### config.mk
export PLATFORM = sky130hd
export DESIGN_NAME = calc_alu_sequencer
export DESIGN_NICKNAME = d
export VERILOG_FILES = /design/src/rtl/calc_alu_sequencer_pkg.sv /design/src/rtl/calc_div_step.sv /design/src/rtl/calc_alu_sequencer.sv
export SDC_FILE = /design/constraint.sdc
export NUM_CORES = 1
export LEC_CHECK = 0
export ABC_CLOCK_PERIOD_IN_PS = 4800
export CORE_AREA = 4 4 122 136
export CTS_CLUSTER_SIZE = 16
export DETAILED_ROUTE_END_ITERATION = 8
export DIE_AREA = 0 0 126 140
export SYNTH_ARGS = -nofsm -noshare
export SYNTH_HDL_FRONTEND = slang
export SYNTH_SLANG_ARGS = --single-unit
### constraint.sdc
create_clock -name Clk -period 4.8 [get_ports Clk]
set_input_delay 1.2 -clock Clk [delete_from_list [all_inputs] [get_ports Clk]]
set_output_delay 1.2 -clock Clk [all_outputs]
set_load 0.01 [all_outputs]
### src/rtl/calc_alu_sequencer_pkg.sv
// Shared op codes and sequencer state encoding for the calculator arithmetic path.
// The top-level calculator FSM issues operations using the same op_e codes.
package calc_alu_sequencer_pkg;

    typedef enum logic [1:0] {
        OP_PLUS     = 2'd0,
        OP_MINUS    = 2'd1,
        OP_MULTIPLY = 2'd2,
        OP_DIVIDE   = 2'd3
    } op_e;

    typedef enum logic [2:0] {
        S_IDLE   = 3'd0,
        S_ADDSUB = 3'd1,
        S_MUL    = 3'd2,
        S_DIV    = 3'd3,
        S_FINISH = 3'd4
    } state_e;

endpackage

### src/rtl/calc_div_step.sv
// One combinational restoring-division step: shift in a dividend bit, subtract if it fits.
module calc_div_step #(
    parameter int WIDTH = 10
) (
    input  logic [WIDTH-1:0] rem_in,
    input  logic             dividend_bit,
    input  logic [WIDTH-1:0] divisor,
    output logic [WIDTH-1:0] rem_out,
    output logic             q_bit
);

    logic [WIDTH:0] trial;
    logic [WIDTH:0] diff;

    assign trial = {rem_in, dividend_bit};
    assign diff  = trial - {1'b0, divisor};
    assign q_bit = (trial >= {1'b0, divisor});
    // The restored remainder is always below the divisor, so WIDTH bits hold it.
    assign rem_out = WIDTH'(q_bit ? diff : trial);

endmodule

### src/rtl/calc_alu_sequencer.sv
// Multi-cycle add/sub/multiply/divide sequencer with start/busy/done handshake
// and saturation of results to the display limit.
module calc_alu_sequencer
    import calc_alu_sequencer_pkg::*;
#(
    parameter int WIDTH     = 10,
    parameter int MAX_VALUE = 999
) (
    input  logic             Clk,
    input  logic             reset,
    input  logic             start,
    input  logic [1:0]       op,
    input  logic [WIDTH-1:0] a,
    input  logic [WIDTH-1:0] b,
    output logic             busy,
    output logic             done,
    output logic [WIDTH-1:0] result,
    output logic             overflow,
    output logic             negative,
    output logic             div_by_zero
);

    localparam int PW    = 2 * WIDTH;
    localparam int CNT_W = $clog2(WIDTH + 1);

    state_e           state;
    op_e              op_q;
    logic [WIDTH-1:0] a_q;
    logic [WIDTH-1:0] b_q;
    logic [WIDTH-1:0] shreg;
    logic [WIDTH-1:0] rem;
    logic [WIDTH-1:0] rem_next;
    logic             q_bit;
    logic [PW-1:0]    acc;
    logic [PW-1:0]    mcand;
    logic [PW-1:0]    fin_val;
    logic [CNT_W-1:0] cnt;

    function automatic logic exceeds_limit(input logic [PW-1:0] v);
        return v > PW'(MAX_VALUE);
    endfunction

    function automatic logic [WIDTH-1:0] saturate(input logic [PW-1:0] v);
        return exceeds_limit(v) ? WIDTH'(MAX_VALUE) : v[WIDTH-1:0];
    endfunction

    calc_div_step #(.WIDTH(WIDTH)) u_div_step (
        .rem_in       (rem),
        .dividend_bit (shreg[WIDTH-1]),
        .divisor      (b_q),
        .rem_out      (rem_next),
        .q_bit        (q_bit)
    );

    // shreg carries the multiplier (shifting right) or the dividend turning into the quotient.
    assign fin_val = (op_q == OP_DIVIDE) ? PW'(shreg) : acc;
    assign busy    = (state != S_IDLE);

    always_ff @(posedge Clk) begin
        if (reset) begin
            state       <= S_IDLE;
            cnt         <= '0;
            done        <= 1'b0;
            result      <= '0;
            overflow    <= 1'b0;
            negative    <= 1'b0;
            div_by_zero <= 1'b0;
        end else begin
            done <= 1'b0;
            case (state)
                S_IDLE: begin
                    if (start) begin
                        op_q <= op_e'(op);
                        a_q  <= a;
                        b_q  <= b;
                        cnt  <= '0;
                        case (op_e'(op))
                            OP_PLUS, OP_MINUS: state <= S_ADDSUB;
                            OP_MULTIPLY:       state <= S_MUL;
                            OP_DIVIDE:         state <= S_DIV;
                        endcase
                    end
                end
                S_ADDSUB: begin
                    acc   <= (op_q == OP_PLUS) ? PW'(a_q) + PW'(b_q) : PW'(a_q) - PW'(b_q);
                    state <= S_FINISH;
                end
                S_MUL: begin
                    // First cycle loads the shift-add datapath, then WIDTH iterations follow.
                    if (cnt == '0) begin
                        acc   <= '0;
                        mcand <= PW'(a_q);
                        shreg <= b_q;
                        cnt   <= CNT_W'(1);
                    end else begin
                        if (shreg[0]) begin
                            acc <= acc + mcand;
                        end
                        mcand <= mcand << 1;
                        shreg <= shreg >> 1;
                        cnt   <= cnt + 1'b1;
                        if (cnt == CNT_W'(WIDTH)) begin
                            state <= S_FINISH;
                        end
                    end
                end
                S_DIV: begin
                    if (cnt == '0) begin
                        rem   <= '0;
                        shreg <= a_q;
                        cnt   <= CNT_W'(1);
                    end else if (b_q == '0) begin
                        state <= S_FINISH;
                    end else begin
                        rem   <= rem_next;
                        shreg <= {shreg[WIDTH-2:0], q_bit};
                        cnt   <= cnt + 1'b1;
                        if (cnt == CNT_W'(WIDTH)) begin
                            state <= S_FINISH;
                        end
                    end
                end
                S_FINISH: begin
                    overflow    <= 1'b0;
                    negative    <= 1'b0;
                    div_by_zero <= 1'b0;
                    if (op_q == OP_DIVIDE && b_q == '0) begin
                        result      <= '0;
                        div_by_zero <= 1'b1;
                    end else if (op_q == OP_MINUS && b_q > a_q) begin
                        result   <= '0;
                        negative <= 1'b1;
                    end else begin
                        result   <= saturate(fin_val);
                        overflow <= exceeds_limit(fin_val);
                    end
                    done  <= 1'b1;
                    state <= S_IDLE;
                end
                default: state <= S_IDLE;
            endcase
        end
    end

endmodule

# Word-level counts from Yosys, hierarchy flattened
# Index checks and enable logic that the tools add are counted.
# totals
register_bits	103
output_inout_bits	15
elab_cells	93
# op_classes
muxes	33
n_reduce_logical	19
order_cmp	3
eq_ne	16
n_addsub	5
n_bitwise	1
# ops
op	count
two-way mux 10 bit	9
two-way mux 20 bit	4
one-hot mux 20 bit (2 select lines)	1
adder 20 bit	1
> comparator 20 x 10 -> 1 bit, second input constant	1
one-hot mux 10 bit (2 select lines)	1
AND reduction 3 bit	6
two-way mux 4 bit	4
two-way mux 3 bit	5
one-hot mux 3 bit (4 select lines)	1
one-hot mux 4 bit (3 select lines)	1
adder 10 x 10 -> 11 bit	1
>= comparator 11 x 10 -> 1 bit	1
subtractor 10 x 10 -> 11 bit	1
> comparator 10 bit	1
logical NOT 10 bit	1
subtractor 10 bit	1
one-hot mux 3 bit (3 select lines)	1
inequality test 2 bit, second input constant	4
== test 2 bit, second input constant	3
== test 3 x 2 -> 1 bit, second input constant	2
two-way mux 1 bit	6
inequality test 3 bit, second input constant	2
nonzero test 3 bit	2
13 further kinds	17

# Logic depth before layout (Yosys ltp)
# Gate-level depths: netlist (run 1).
# depth
depth_word	6
depth_mapped	10
ltp_nobuf	9

# Hierarchy
# Synthesis (run 1) repeated with hierarchy kept, for this count alone.
# hier_totals
hier_cells	683
area_unflattened_um2	6776.5
# modules_own_cells
mod	area_each_um2	seq_area_each_um2	instances	cells_per_inst
calc_alu_sequencer	6150.9	2882.8	1	608
calc_div_step	625.6	0.0	1	75

# Least setup slack after synthesis (run 1)
# No wires, ideal clock.
# synth_path
path_kind	reg2reg
startpoint	register cnt[0]
endpoint	register acc[0] (enable)
period_less_slack_ps	3434
slack_ps	1366
n_path_buf	1
setup_ps	422
stages_incl_launch_ff	8
t_arrival_ps	3012
path_cell_list	dfxtp_1 inv_1 ha_1 nor3b_1 buf_2 o21ai_1 mux2_2 nor3_1
# synth_via
elab_chain_cells	3
# synth_lines
element	line	source
start, declared	calc_alu_sequencer.sv:37	logic [CNT_W-1:0] cnt;
start signal, assigned	calc_alu_sequencer.sv:101	cnt <= cnt + 1'b1;
start signal, assigned	calc_alu_sequencer.sv:117	cnt <= cnt + 1'b1;
logical NOT 4 bit	calc_alu_sequencer.sv:90	if (cnt == '0) begin
inequality test 3 bit (no source line)	n/a	
AND reduction 3 bit (no source line)	n/a	
end signal, assigned	calc_alu_sequencer.sv:85	acc <= (op_q == OP_PLUS) ? PW'(a_q) + PW'(b_q) : PW'(a_q) - PW'(b_q);
end signal, assigned	calc_alu_sequencer.sv:97	acc <= acc + mcand;
end, declared	calc_alu_sequencer.sv:34	logic [PW-1:0] acc;
# Every way passes these cells.
# A chain may end at the register's enable or synchronous reset.

# Worst setup path after layout (run 1)
# layout_path
startpoint	register b_q[0]
endpoint	register acc[10], data pin
# layout_via
elab_chain_cells	3
word_cells_on_any_way	4
classes_between	2 x add/sub; 2 x mux
# layout_lines
element	line	source
start, declared	calc_alu_sequencer.sv:29	logic [WIDTH-1:0] b_q;
start signal, assigned	calc_alu_sequencer.sv:75	b_q <= b;
subtractor 10 x 10 -> 11 bit or adder 10 x 10 -> 11 bit (tied branches)	calc_alu_sequencer.sv:85	
two-way mux 20 bit *	calc_alu_sequencer.sv:85	
one-hot mux 20 bit (2 select lines) *	calc_alu_sequencer.sv:70	case (state)
# Mark *: on every way between the ends. The rest lies on a longest branch, timed or not.

==> results of run 1 <==
power breakdown:
part           switching [uW]  internal [uW]
logic                     996            683
registers                 167           1210
clock network             377            370
per-stage QoR:
step                      worst slack, ps  power (uW)
after floorplan                      1370        2580
final                                1870        3810
after global routing                 1670        4060
after CTS                            1870        3810
after detailed placement             1550        3060
after global placement               1590        3020
cell type report:
class / count / area, um^2
well taps: 200 / 250
fillers: 1472 / 7750
inverters: 32 / 120
clock inverters: 7 / 73.8
clock buffers: 9 / 225
flip-flops and latches: 103 / 2880
multi-input cells: 525 / 3630
repair buffers: 45 / 435
metal layers:
| metal | wire length (um) | part of all wire |
|---|---|---|
| met1 | 7450 | 0.41 |
| met5 | 0 | 0 |
| met3 | 929 | 0.051 |
| met2 | 8940 | 0.49 |
| met4 | 802 | 0.044 |
cell usage in the layout (no fill, tap or decap), types with 6 or more instances in the layout:
cell / n
mux4_2: 8
nand3_1: 12
nor3_1: 14
dfxtp_1: 21
xor2_1: 8
nand4_1: 11
nor2_1: 55
mux2i_1: 10
nand2b_1: 9
a21oi_1: 38
a211oi_1: 7
edfxtp_1: 82
a21o_1: 11
ha_1: 52
o31ai_1: 6
nor2b_1: 20
o211ai_1: 7
o21ai_1: 32
buf_4: 6
o22ai_1: 16
o21a_1: 16
nand2_1: 77
xnor2_1: 15
clkdlybuf4s50_1: 39
o21ai_0: 18
clkbuf_16: 9
and3_1: 6
inv_1: 32
cells by family (layout without fill, tap and decap cells):
kind of cell | count (synthesis) | count (layout) | synth area share
flip-flops | 103 | 103 | 0.428
AO/OA/AOI/OAI | 194 | 194 | 0.187
buffers and inverters | 59 | 93 | 0.0342
multiplexers | 21 | 21 | 0.0466
AND/OR/NAND/NOR | 231 | 231 | 0.165
XOR/XNOR | 23 | 23 | 0.0299
adder cells (fa/ha/maj) | 56 | 56 | 0.108
how the worst max path moves through the flow:
stage	end	slack [ps]	cells after the start
floorplan	acc[0]	1370	7
global placement	b_q[9]	1590	3
detailed placement	b_q[8]	1550	3
CTS	busy	1870	2
global route	acc[16]	1670	7
finish	acc[10]	1870	7
registers in the layout (all words and copies together), names as in the netlist:
name,flops
mcand,20
overflow,1
result,10
cnt,4
rem,10
done,1
div_by_zero,1
shreg,10
acc,20
negative,1
op_q,2
state,3
b_q,10
a_q,10
worst reg2reg max path, cell delays in order (launching register included):
cell      delay [ps]
edfxtp_1         480
ha_1             260
fa_1             390
nor2b_1          180
o31a_1           200
o41ai_1          100
a21oi_1          820
o211ai_1         190
==> metrics.md, run 1 <==
| Metric | Value |
|---|---|
| Status | `complete, no violations` |
| Worst R2R Start | `b_q[0]` |
| Number of flops mapped to enable cells by yosys | `82` |
| Critical Path Sink Type | `flip-flop` |
| Die width | `126 um` |
| Starting Density | `0.438` |
| Unrepaired setup endpoints after global routing | `no` |
| Delay-heaviest family, CP | `compound AO/OA/AOI/OAI gates` |
| Pins Over Slew Limit | `0` |
| Grt met1 use | `0.250` |
| Hold WC Path Type | `flip-flop to flip-flop` |
| R2R Path End | `acc[10]` |
| CTS buffer count | `9` |
| Worst Tran Pin Value | `1060 ps` |
| Hold slack | `456 ps` |
| # DRC | `0` |
| Post-synth ARST share | `0` |
| Max Cap Viol | `0` |
| Fin cells | `921` |
| ANT cells | `0` |
| Met2 usage | `0.346` |
| Grt peak-use layer | `met2` |
| Post-synth design cell area | `6740 um^2` |
| Final Setup Violations | `0` |
| Nets | `797` |
| Port bufs | `39` |
| Antenna Nets Post-Route | `0` |
| Initial antenna violation count | `0` |
| CP required | `4850 ps` |
| Maximum clock insertion buffer count | `2` |
| Clock skew after layout | `12.4 ps` |
| Worst-Skew Late Latency | `370 ps` |
| Cells after Synth | `687` |
| Netlist cell types | `60` |
| Minimum clock period | `2930 ps` |
| CP Cell Sequence | `ha_1 > fa_1 > nor2b_1 > o31a_1 > o41ai_1 > a21oi_1 > o211ai_1` |
| Vias | `5513` |
| Post-CTS Setup Bufs | `0` |
| Crit share post-route | `0.611` |
| First-pass GRT wire length | `28900 um` |
| Final instance area | `7620 um^2` |
| Top cells by count, synth | `82 x edfxtp_1, 77 x nand2_1, 55 x nor2_1` |
| Drt first pass iters | `6` |
| R2R setup slack | `1870 ps` |
| Core area | `15400 um^2` |
| DIE HEIGHT | `140 um` |
| Pwr Density | `500 nW/um^2` |
| Cell accounting for the most synthesized area | `edfxtp_1` |
| Initial DRC Count | `477` |
| Yosys top cell area share | `0.366` |
| Vias in the first global route | `5455` |
| CP Max Fanout | `10` |
| Final HPWL DP | `13600 um` |
| Worst path max stage delay | `820 ps` |
| Top FF cell, synth | `edfxtp_1` |
| DP Cell Count | `905` |
| Sequential-to-total area share from yosys stat | `0.428` |
| # H-tree levels | `3` |
| Share of cells above drive strength 1 | `0.0596` |
| Final Util | `0.496` |
| # resized after CTS | `0` |
| Max_slew headroom | `0.296` |
| GRT Total Usage | `0.205` |
| Final hold vios | `0` |
| Hold buffers post-CTS | `0` |
| Critical path startpoint | `b_q[0]` |
| CTS tree | `built` |
| CP Class | `flip-flop to flip-flop` |
| Hold Crit Start | `result[9]` |
| Syn avg cell area | `9.80 um^2` |
| CP max-delay cell | `a21oi_1` |
| Worst-path clk slew | `80 ps` |
| Fmax | `0.341 GHz` |
| # IOs | `40` |
| WP buf/inv | `0` |
| Synthesized flop and latch total | `103` |
| Setup TNS | `0 ps` |
| Hold Path Stages | `2` |
| Layout area overhead | `13.1%` |
| Ranking of synthesized cells by area | `edfxtp_1 37%, ha_1 9.7%, dfxtp_1 6.2%` |
| Row count | `48` |
| WL per Instance | `19.7 um` |
| Post-synthesis net count | `768` |
| Data arrival, critical path | `2990 ps` |
| Most frequent cell after synthesis | `edfxtp_1` |
| Synth warn | `0` |
| Leakage | `0.00287 uW` |
| VDD IR max | `0.422 mV` |
| RePlAce Congestion | `0.933` |
| Root buf cell | `clkbuf_16` |
| Global Route met3 Usage | `0.0446` |
| FF-to-FF path depth | `7` |
| Post-DP Area | `7320 um^2` |
| Via density | `5.99` |
| CTS sink cnt | `103` |
| Drt total wl | `18100 um` |
| CP Launch Type | `flip-flop` |
| GRT Residual Overflow | `0` |
| Largest net degree at the start of global routing | `42` |
| Die area | `17600 um^2` |
| Worst Hold Path EP | `result[9]` |
(Power assumes the default switching activity.)
==> run 2: changes to the inputs <==
--- a/config.mk
+++ b/config.mk
@@ -5,7 +5,7 @@
 export SDC_FILE = /design/constraint.sdc
 export NUM_CORES = 1
 export LEC_CHECK = 0
-export ABC_CLOCK_PERIOD_IN_PS = 4800
+export ABC_CLOCK_PERIOD_IN_PS = 2400
 export CORE_AREA = 4 4 122 136
 export CTS_CLUSTER_SIZE = 16
 export DETAILED_ROUTE_END_ITERATION = 8
==> constraint.sdc (replaced) <==
create_clock -name Clk -period 2.4 [get_ports Clk]
set_input_delay 0.6 -clock Clk [delete_from_list [all_inputs] [get_ports Clk]]
set_output_delay 0.6 -clock Clk [all_outputs]
set_load 0.01 [all_outputs]
==> run 2 against run 1 <==
Compared with the run above:
- the run now ends with setup timing left
- count of clock-buffer cells in the layout increased by 2
- combinational power increased by 150%
- maximum frequency increased by 20%
- critical path type unchanged
- largest cell class unchanged
==> metrics.md, run 2 (synthesis results as in run 1) <==
| Metric | Value |
|---|---|
| Clock skew after layout | `8.60 ps (was 12.4 ps)` |
| RePlAce Congestion | `0.929 (was 0.933)` |
| Critical Path Sink Type | `flip-flop (unchanged)` |
| Worst R2R Start | `a_q[0] (was b_q[0])` |
| Worst path max stage delay | `460 ps (was 820 ps)` |
| Maximum clock insertion buffer count | `2 (unchanged)` |
| Drt first pass iters | `5 (was 6)` |
| Port bufs | `39 (unchanged)` |
| Violated checks | `setup timing` |
| CP max-delay cell | `edfxtp_1 (was a21oi_1)` |
| GRT Total Usage | `0.218 (was 0.205)` |
| Worst-Skew Late Latency | `360 ps (was 370 ps)` |
| Via density | `5.76 (was 5.99)` |
| DIE HEIGHT | `140 um (unchanged)` |
| DP Cell Count | `978 (was 905)` |
| Place WS | `-65.1 ps (was 1550 ps)` |
| Minimum clock period | `2440 ps (was 2930 ps)` |
| Final Setup Violations | `2 (was 0)` |
| Starting Density | `0.438 (unchanged)` |
| # DRC | `0 (unchanged)` |
| Pins Over Slew Limit | `0 (unchanged)` |
| # H-tree levels | `3 (unchanged)` |
| Max Cap Viol | `0 (unchanged)` |
| Initial antenna violation count | `0 (unchanged)` |
| Critical path startpoint | `a_q[0] (was b_q[0])` |
| # IOs | `40 (unchanged)` |
| Root buf cell | `clkbuf_16 (unchanged)` |
| Largest net degree at the start of global routing | `21 (was 42)` |
| Max_slew headroom | `0.438 (was 0.296)` |
| Die area | `17600 um^2 (unchanged)` |
| Commonest non-fill, non-tap cell in the layout | `edfxtp_1 (unchanged)` |
| VDD IR max | `0.495 mV (was 0.422 mV)` |
| Vias in the first global route | `5759 (was 5455)` |
| Worst setup margin | `-44.3 ps (was 1870 ps)` |
| Share of cells above drive strength 1 | `0.197 (was 0.0596)` |
| Nets | `879 (was 797)` |
| Vias | `5780 (was 5513)` |
| CTS buffer count | `9 (unchanged)` |
| Core area | `15400 um^2 (unchanged)` |
| Fin cells | `1003 (was 921)` |
| CP Launch Type | `flip-flop (unchanged)` |
| Hold WC Path Type | `flip-flop to flip-flop (unchanged)` |
| CTS sink cnt | `103 (unchanged)` |
| WL per Instance | `19.3 um (was 19.7 um)` |
| Final HPWL DP | `15000 um (was 13600 um)` |
| Data arrival, critical path | `2620 ps (was 2990 ps)` |
| Antenna Nets Post-Route | `0 (unchanged)` |
| CTS tree | `built (unchanged)` |
| Final hold vios | `0 (unchanged)` |
| Tot Pwr | `8340 uW (was 3810 uW)` |
| Worst Tran Pin Value | `843 ps (was 1060 ps)` |
| Biggest regs | `acc: 20 flops, mcand: 20 flops (unchanged)` |
| CP required | `2580 ps (was 4850 ps)` |
| Leakage | `0.00330 uW (was 0.00287 uW)` |
| Layout area overhead | `26.0% (was 13.1%)` |
| GRT Residual Overflow | `0 (unchanged)` |
| Row count | `48 (unchanged)` |
| Hold buffers post-CTS | `0 (unchanged)` |
| CP Max Fanout | `3 (was 10)` |
| Worst-path clk slew | `70 ps (was 80 ps)` |
| Initial DRC Count | `432 (was 477)` |
| Most frequent cells in the layout | `82 x edfxtp_1, 81 x buf_4, 77 x nand2_1, 54 x nor2_1, 47 x ha_1 (was 82 x edfxtp_1, 77 x nand2_1, 55 x nor2_1, 52 x ha_1, 39 x clkdlybuf4s50_1)` |
| CP Cell Sequence | `inv_2 > ha_2 > fa_2 > nor2b_2 > o31a_1 > o41ai_4 > buf_4 > a21oi_2 > o21a_1 > o32ai_1 (was ha_1 > fa_1 > nor2b_1 > o31a_1 > o41ai_1 > a21oi_1 > o211ai_1)` |
| Filler cells | `1379 (was 1472)` |
| First-pass GRT wire length | `30500 um (was 28900 um)` |
| ANT cells | `0 (unchanged)` |
| CP Class | `flip-flop to flip-flop (unchanged)` |
| Unrepaired setup endpoints after global routing | `yes (was no)` |
| Hold Crit Start | `result[4] (was result[9])` |
| Pwr Density | `983 nW/um^2 (was 500 nW/um^2)` |
| Die width | `126 um (unchanged)` |
| Crit share post-route | `1.02 (was 0.611)` |
| Drt total wl | `19300 um (was 18100 um)` |
| Status | `finished, violations left (was complete, no violations)` |
| Fmax | `0.409 GHz (was 0.341 GHz)` |
run 2: cell count changes in the layout (fill, tap and decap cells not counted), moves of 3 or more:
cell     previous run  this run
buf_4               6        81
ha_1               52        47
ha_2                0         5
a21oi_1            38        34
buf_12              0         4
inv_1              32        28
inv_2               0         4
a21oi_2             0         3
fa_1                4         1
fa_2                0         3
o41ai_1             4         1
run 2: final timing paths:
kind	depth (start not counted)	endpoint	slack, ps
setup reg to reg	10	acc[8]	-40
hold reg to reg	2	result[4]	450
hold / removal	2	result[4]	450
setup / recovery	10	acc[8]	-40
run 2: metrics by stage:
step                      hold slack, ps  utilization  instance area [um^2]  TNS, ps
after floorplan                      469            -                  6770        0
after global placement               440        0.517                  7950    -25.2
after detailed placement             444        0.517                  7950     -425
after CTS                            452        0.540                  8300    -68.9
after global routing                 478        0.552                  8480     -640
final                                449        0.552                  8480    -74.7
run 2: timing repair:
item,in CTS,in global routing
buffers inserted,0,7
cloned,1,1
pin swaps,4,8
resized for setup,11,29
setup endpoints to repair,18,25
run 2: cell type report:
type	count	area [um^2]	share of cell area
Clock buffer	11	264	0.0311
Tap cell	200	250	0.0295
Clock inverter	5	43.8	0.00516
Inverter	32	120	0.0142
Sequential cell	103	2880	0.340
Multi-Input combinational cell	526	3820	0.451
Timing Repair Buffer	126	1100	0.130
run 2: power breakdown:
| group | internal [uW] | switching, uW | leakage, uW |
|---|---|---|---|
| clock | 811 | 709 | 0.000154 |
| combinational | 1860 | 2280 | 0.00222 |
| sequential | 2420 | 251 | 0.000928 |
run 2: critical path: cells and delay by family, from the launching register on:
kind            cells  cell delay (ps)
fa+ha+maj           2              410
compound gates      5             1050
buf+inv             2              290
simple gates        1               50
flops               1              460
run 2: metal layers:
layer	vias up	routed length [um]	track usage	share of wire
li1	2787	-	-	-
met1	2812	8250	0.270	0.43
met2	142	9790	0.384	0.51
met3	39	613	0.0240	0.032
met4	0	686	0.0954	0.035
met5	-	0	0	0
==> run 3: changes to the inputs <==
--- a/config.mk
+++ b/config.mk
@@ -6,10 +6,12 @@
 export NUM_CORES = 1
 export LEC_CHECK = 0
 export ABC_CLOCK_PERIOD_IN_PS = 2400
-export CORE_AREA = 4 4 122 136
+export CORE_AREA = 4 4 129 144
 export CTS_CLUSTER_SIZE = 16
 export DETAILED_ROUTE_END_ITERATION = 8
-export DIE_AREA = 0 0 126 140
+export DIE_AREA = 0 0 133 148
+export DONT_BUFFER_PORTS = 1
+export MAX_ROUTING_LAYER = met4
 export SYNTH_ARGS = -nofsm -noshare
 export SYNTH_HDL_FRONTEND = slang
 export SYNTH_SLANG_ARGS = --single-unit
==> run 3 against run 2 <==
Compared with the run above:
- the flow still finishes with violations (setup timing)
- utilization shrank 8.1 points
- clock power is essentially flat
- setup slack gained 4.4 ps
- total power shrank 2.0%
- flip-flop and latch count is the same
- critical path depth shrank 1
- cell count shrank 1.8%
- combinational power shrank 4%
- sequential share of layout area grew 2.1 points
- first-iteration DRC count shrank 3.7%
- wire length shrank 4.0%
- maximum frequency grew 0.18%
- highest routed layer unchanged
==> metrics.md, run 3 (synthesis results as in run 1) <==
| Metric | Value |
|---|---|
| Status | `finished, violations left (unchanged)` |
| WL per Instance | `18.9 um (was 19.3 um)` |
| Vias in the first global route | `5529 (was 5759)` |
| Maximum clock insertion buffer count | `2 (unchanged)` |
| Die area | `19700 um^2 (was 17600 um^2)` |
| Worst path max stage delay | `420 ps (was 460 ps)` |
| WP buf/inv | `1 (was 2)` |
| RePlAce Congestion | `0.965 (was 0.929)` |
| Drt total wl | `18600 um (was 19300 um)` |
| CP Cell Sequence | `ha_2 > inv_2 > fa_2 > and2b_2 > o2111ai_4 > and3_4 > or4_4 > and3_4 > o31ai_4 (was inv_2 > ha_2 > fa_2 > nor2b_2 > o31a_1 > o41ai_4 > buf_4 > a21oi_2 > o21a_1 > o32ai_1)` |
| Worst-path clk slew | `80 ps (was 70 ps)` |
| Data arrival, critical path | `2640 ps (was 2620 ps)` |
| Antenna Nets Post-Route | `0 (unchanged)` |
| Fmax | `0.410 GHz (was 0.409 GHz)` |
| CTS sink cnt | `103 (unchanged)` |
| Post-DP Area | `7480 um^2 (was 7950 um^2)` |
| Final Setup Violations | `1 (was 2)` |
| Initial DRC Count | `416 (was 432)` |
| Crit share post-route | `1.02 (about the same)` |
| # H-tree levels | `3 (unchanged)` |
| Pins Over Slew Limit | `0 (unchanged)` |
| Row count | `50 (was 48)` |
| CTS buffer count | `9 (unchanged)` |
| Unrepaired setup endpoints after global routing | `yes (unchanged)` |
| Commonest non-fill, non-tap cell in the layout | `edfxtp_1 (unchanged)` |
| CP Launch Type | `flip-flop (unchanged)` |
| Final instance area | `7990 um^2 (was 8480 um^2)` |
| GRT Residual Overflow | `0 (unchanged)` |
| Max_slew headroom | `0.365 (was 0.438)` |
| Share of cells above drive strength 1 | `0.190 (was 0.197)` |
| CP required | `2600 ps (was 2580 ps)` |
| Worst Tran Pin Value | `948 ps (was 843 ps)` |
| Nets | `827 (was 879)` |
| Pwr Density | `1020 nW/um^2 (was 983 nW/um^2)` |
| Root buf cell | `clkbuf_16 (unchanged)` |
| Violated checks | `setup timing (unchanged)` |
| Drt first pass iters | `5 (unchanged)` |
| Filler cells | `1576 (was 1379)` |
| Die width | `133 um (was 126 um)` |
| First-pass GRT wire length | `29500 um (was 30500 um)` |
| # DRC | `0 (unchanged)` |
| Clock skew after layout | `11.7 ps (was 8.60 ps)` |
| Tot Pwr | `8180 uW (was 8340 uW)` |
| Starting Density | `0.397 (was 0.438)` |
| Most frequent cells in the layout | `82 x edfxtp_1, 77 x nand2_1, 73 x buf_4, 55 x nor2_1, 47 x ha_1 (was 82 x edfxtp_1, 81 x buf_4, 77 x nand2_1, 54 x nor2_1, 47 x ha_1)` |
| Core area | `17000 um^2 (was 15400 um^2)` |
| Vias | `5590 (was 5780)` |
| Biggest regs | `acc: 20 flops, mcand: 20 flops (unchanged)` |
| CP max-delay cell | `or4_4 (was edfxtp_1)` |
| CP Class | `flip-flop to flip-flop (unchanged)` |
| Leakage | `0.00308 uW (was 0.00330 uW)` |
| ANT cells | `0 (unchanged)` |
| Hold WC Path Type | `input pin to flip-flop (was flip-flop to flip-flop)` |
| Largest net degree at the start of global routing | `23 (was 21)` |
| Worst setup margin | `-39.9 ps (was -44.3 ps)` |
| Initial antenna violation count | `0 (unchanged)` |
| Delay-heaviest family, CP | `simple AND/OR/NAND/NOR gates (was compound AO/OA/AOI/OAI gates)` |
| VDD IR max | `0.564 mV (was 0.495 mV)` |
| Worst-Skew Late Latency | `360 ps (about the same)` |
| Final hold vios | `0 (unchanged)` |
| Minimum clock period | `2440 ps (about the same)` |
| Layout area overhead | `18.6% (was 26.0%)` |
| Port bufs | `0 (was 39)` |
| GRT Total Usage | `0.195 (was 0.218)` |
| # IOs | `40 (unchanged)` |
| Max Cap Viol | `0 (unchanged)` |
| CP Max Fanout | `3 (unchanged)` |
| Most frequent CP cell | `and3_4` |
| CTS tree | `built (unchanged)` |
| Critical Path Sink Type | `flip-flop (unchanged)` |
| DIE HEIGHT | `148 um (was 140 um)` |
| Final HPWL DP | `14300 um (was 15000 um)` |
| Via density | `5.68 (was 5.76)` |
==> run 3: cell types whose count changed in the layout (fill, tap and decap cells not counted), sizes merged <==
cell / before / now
buf: 87 / 74
clkbuf: 11 / 10
clkdlybuf4s50: 39 / 0
o21ai: 53 / 52
inv: 35 / 37
==> run 3: final timing paths <==
kind,to,depth (start not counted),slack (ps),from
worst max-delay path,acc[18],9,-40,acc[0]
worst min-delay path,div_by_zero,1,300,reset
worst max register to register,acc[18],9,-40,acc[0]
worst min register to register,overflow,2,500,overflow
==> run 3: final cells by class <==
class / count / area (um^2) / share of cell area
Tap cell: 234 / 293 / 0.0367
Inverter: 32 / 120 / 0.0150
Timing Repair Buffer: 75 / 576 / 0.0721
Clock inverter: 7 / 78.8 / 0.00987
Multi-Input combinational cell: 525 / 3810 / 0.477
Sequential cell: 103 / 2880 / 0.361
Clock buffer: 9 / 225 / 0.0282
==> run 3: through the flow <==
stage               std cells   util  setup WS (ps)  hold slack, ps  setup TNS, ps
CTS                       983  0.462          -61.5             285          -61.5
floorplan                 687      -           9.43             469              0
finish                    985  0.471          -39.9             296          -39.9
detailed placement        962  0.441          -74.4             494           -167
global placement          962  0.441          -46.8             495          -62.3
global route              985  0.471           -148             282           -394
==> run 3: worst register-to-register path, cell delays in order (launching register included) <==
cell,delay [ps]
edfxtp_1,370
ha_2,200
inv_2,40
fa_2,330
and2b_2,260
o2111ai_4,120
and3_4,180
or4_4,420
and3_4,170
o31ai_4,190
==> run 3: repair_timing <==
| action | 4_1_cts | 5_1_grt |
|---|---|---|
| hold endpoints to repair | 0 | 0 |
| gates resized for setup | 4 | 30 |
| gates cloned | 1 | 0 |
| buffers inserted | 4 | 2 |
| pin swaps | 4 | 10 |
| endpoints found under the setup margin | 11 | 29 |
| hold buffers | 0 | 0 |
==> run 3: power breakdown <==
group          total (uW)  internal, uW  switching (uW)
clock network        1510           745             767
registers            2680          2420             260
logic                3980          1730            2250
==> run 3: metal layers <==
metal / up-vias / share of wire / global-route usage
met4: 0 / 0.030 / 0.0764
met3: 48 / 0.043 / 0.0235
met2: 192 / 0.49 / 0.318
met5: - / 0 / -
li1: 2682 / - / -
met1: 2668 / 0.44 / 0.248
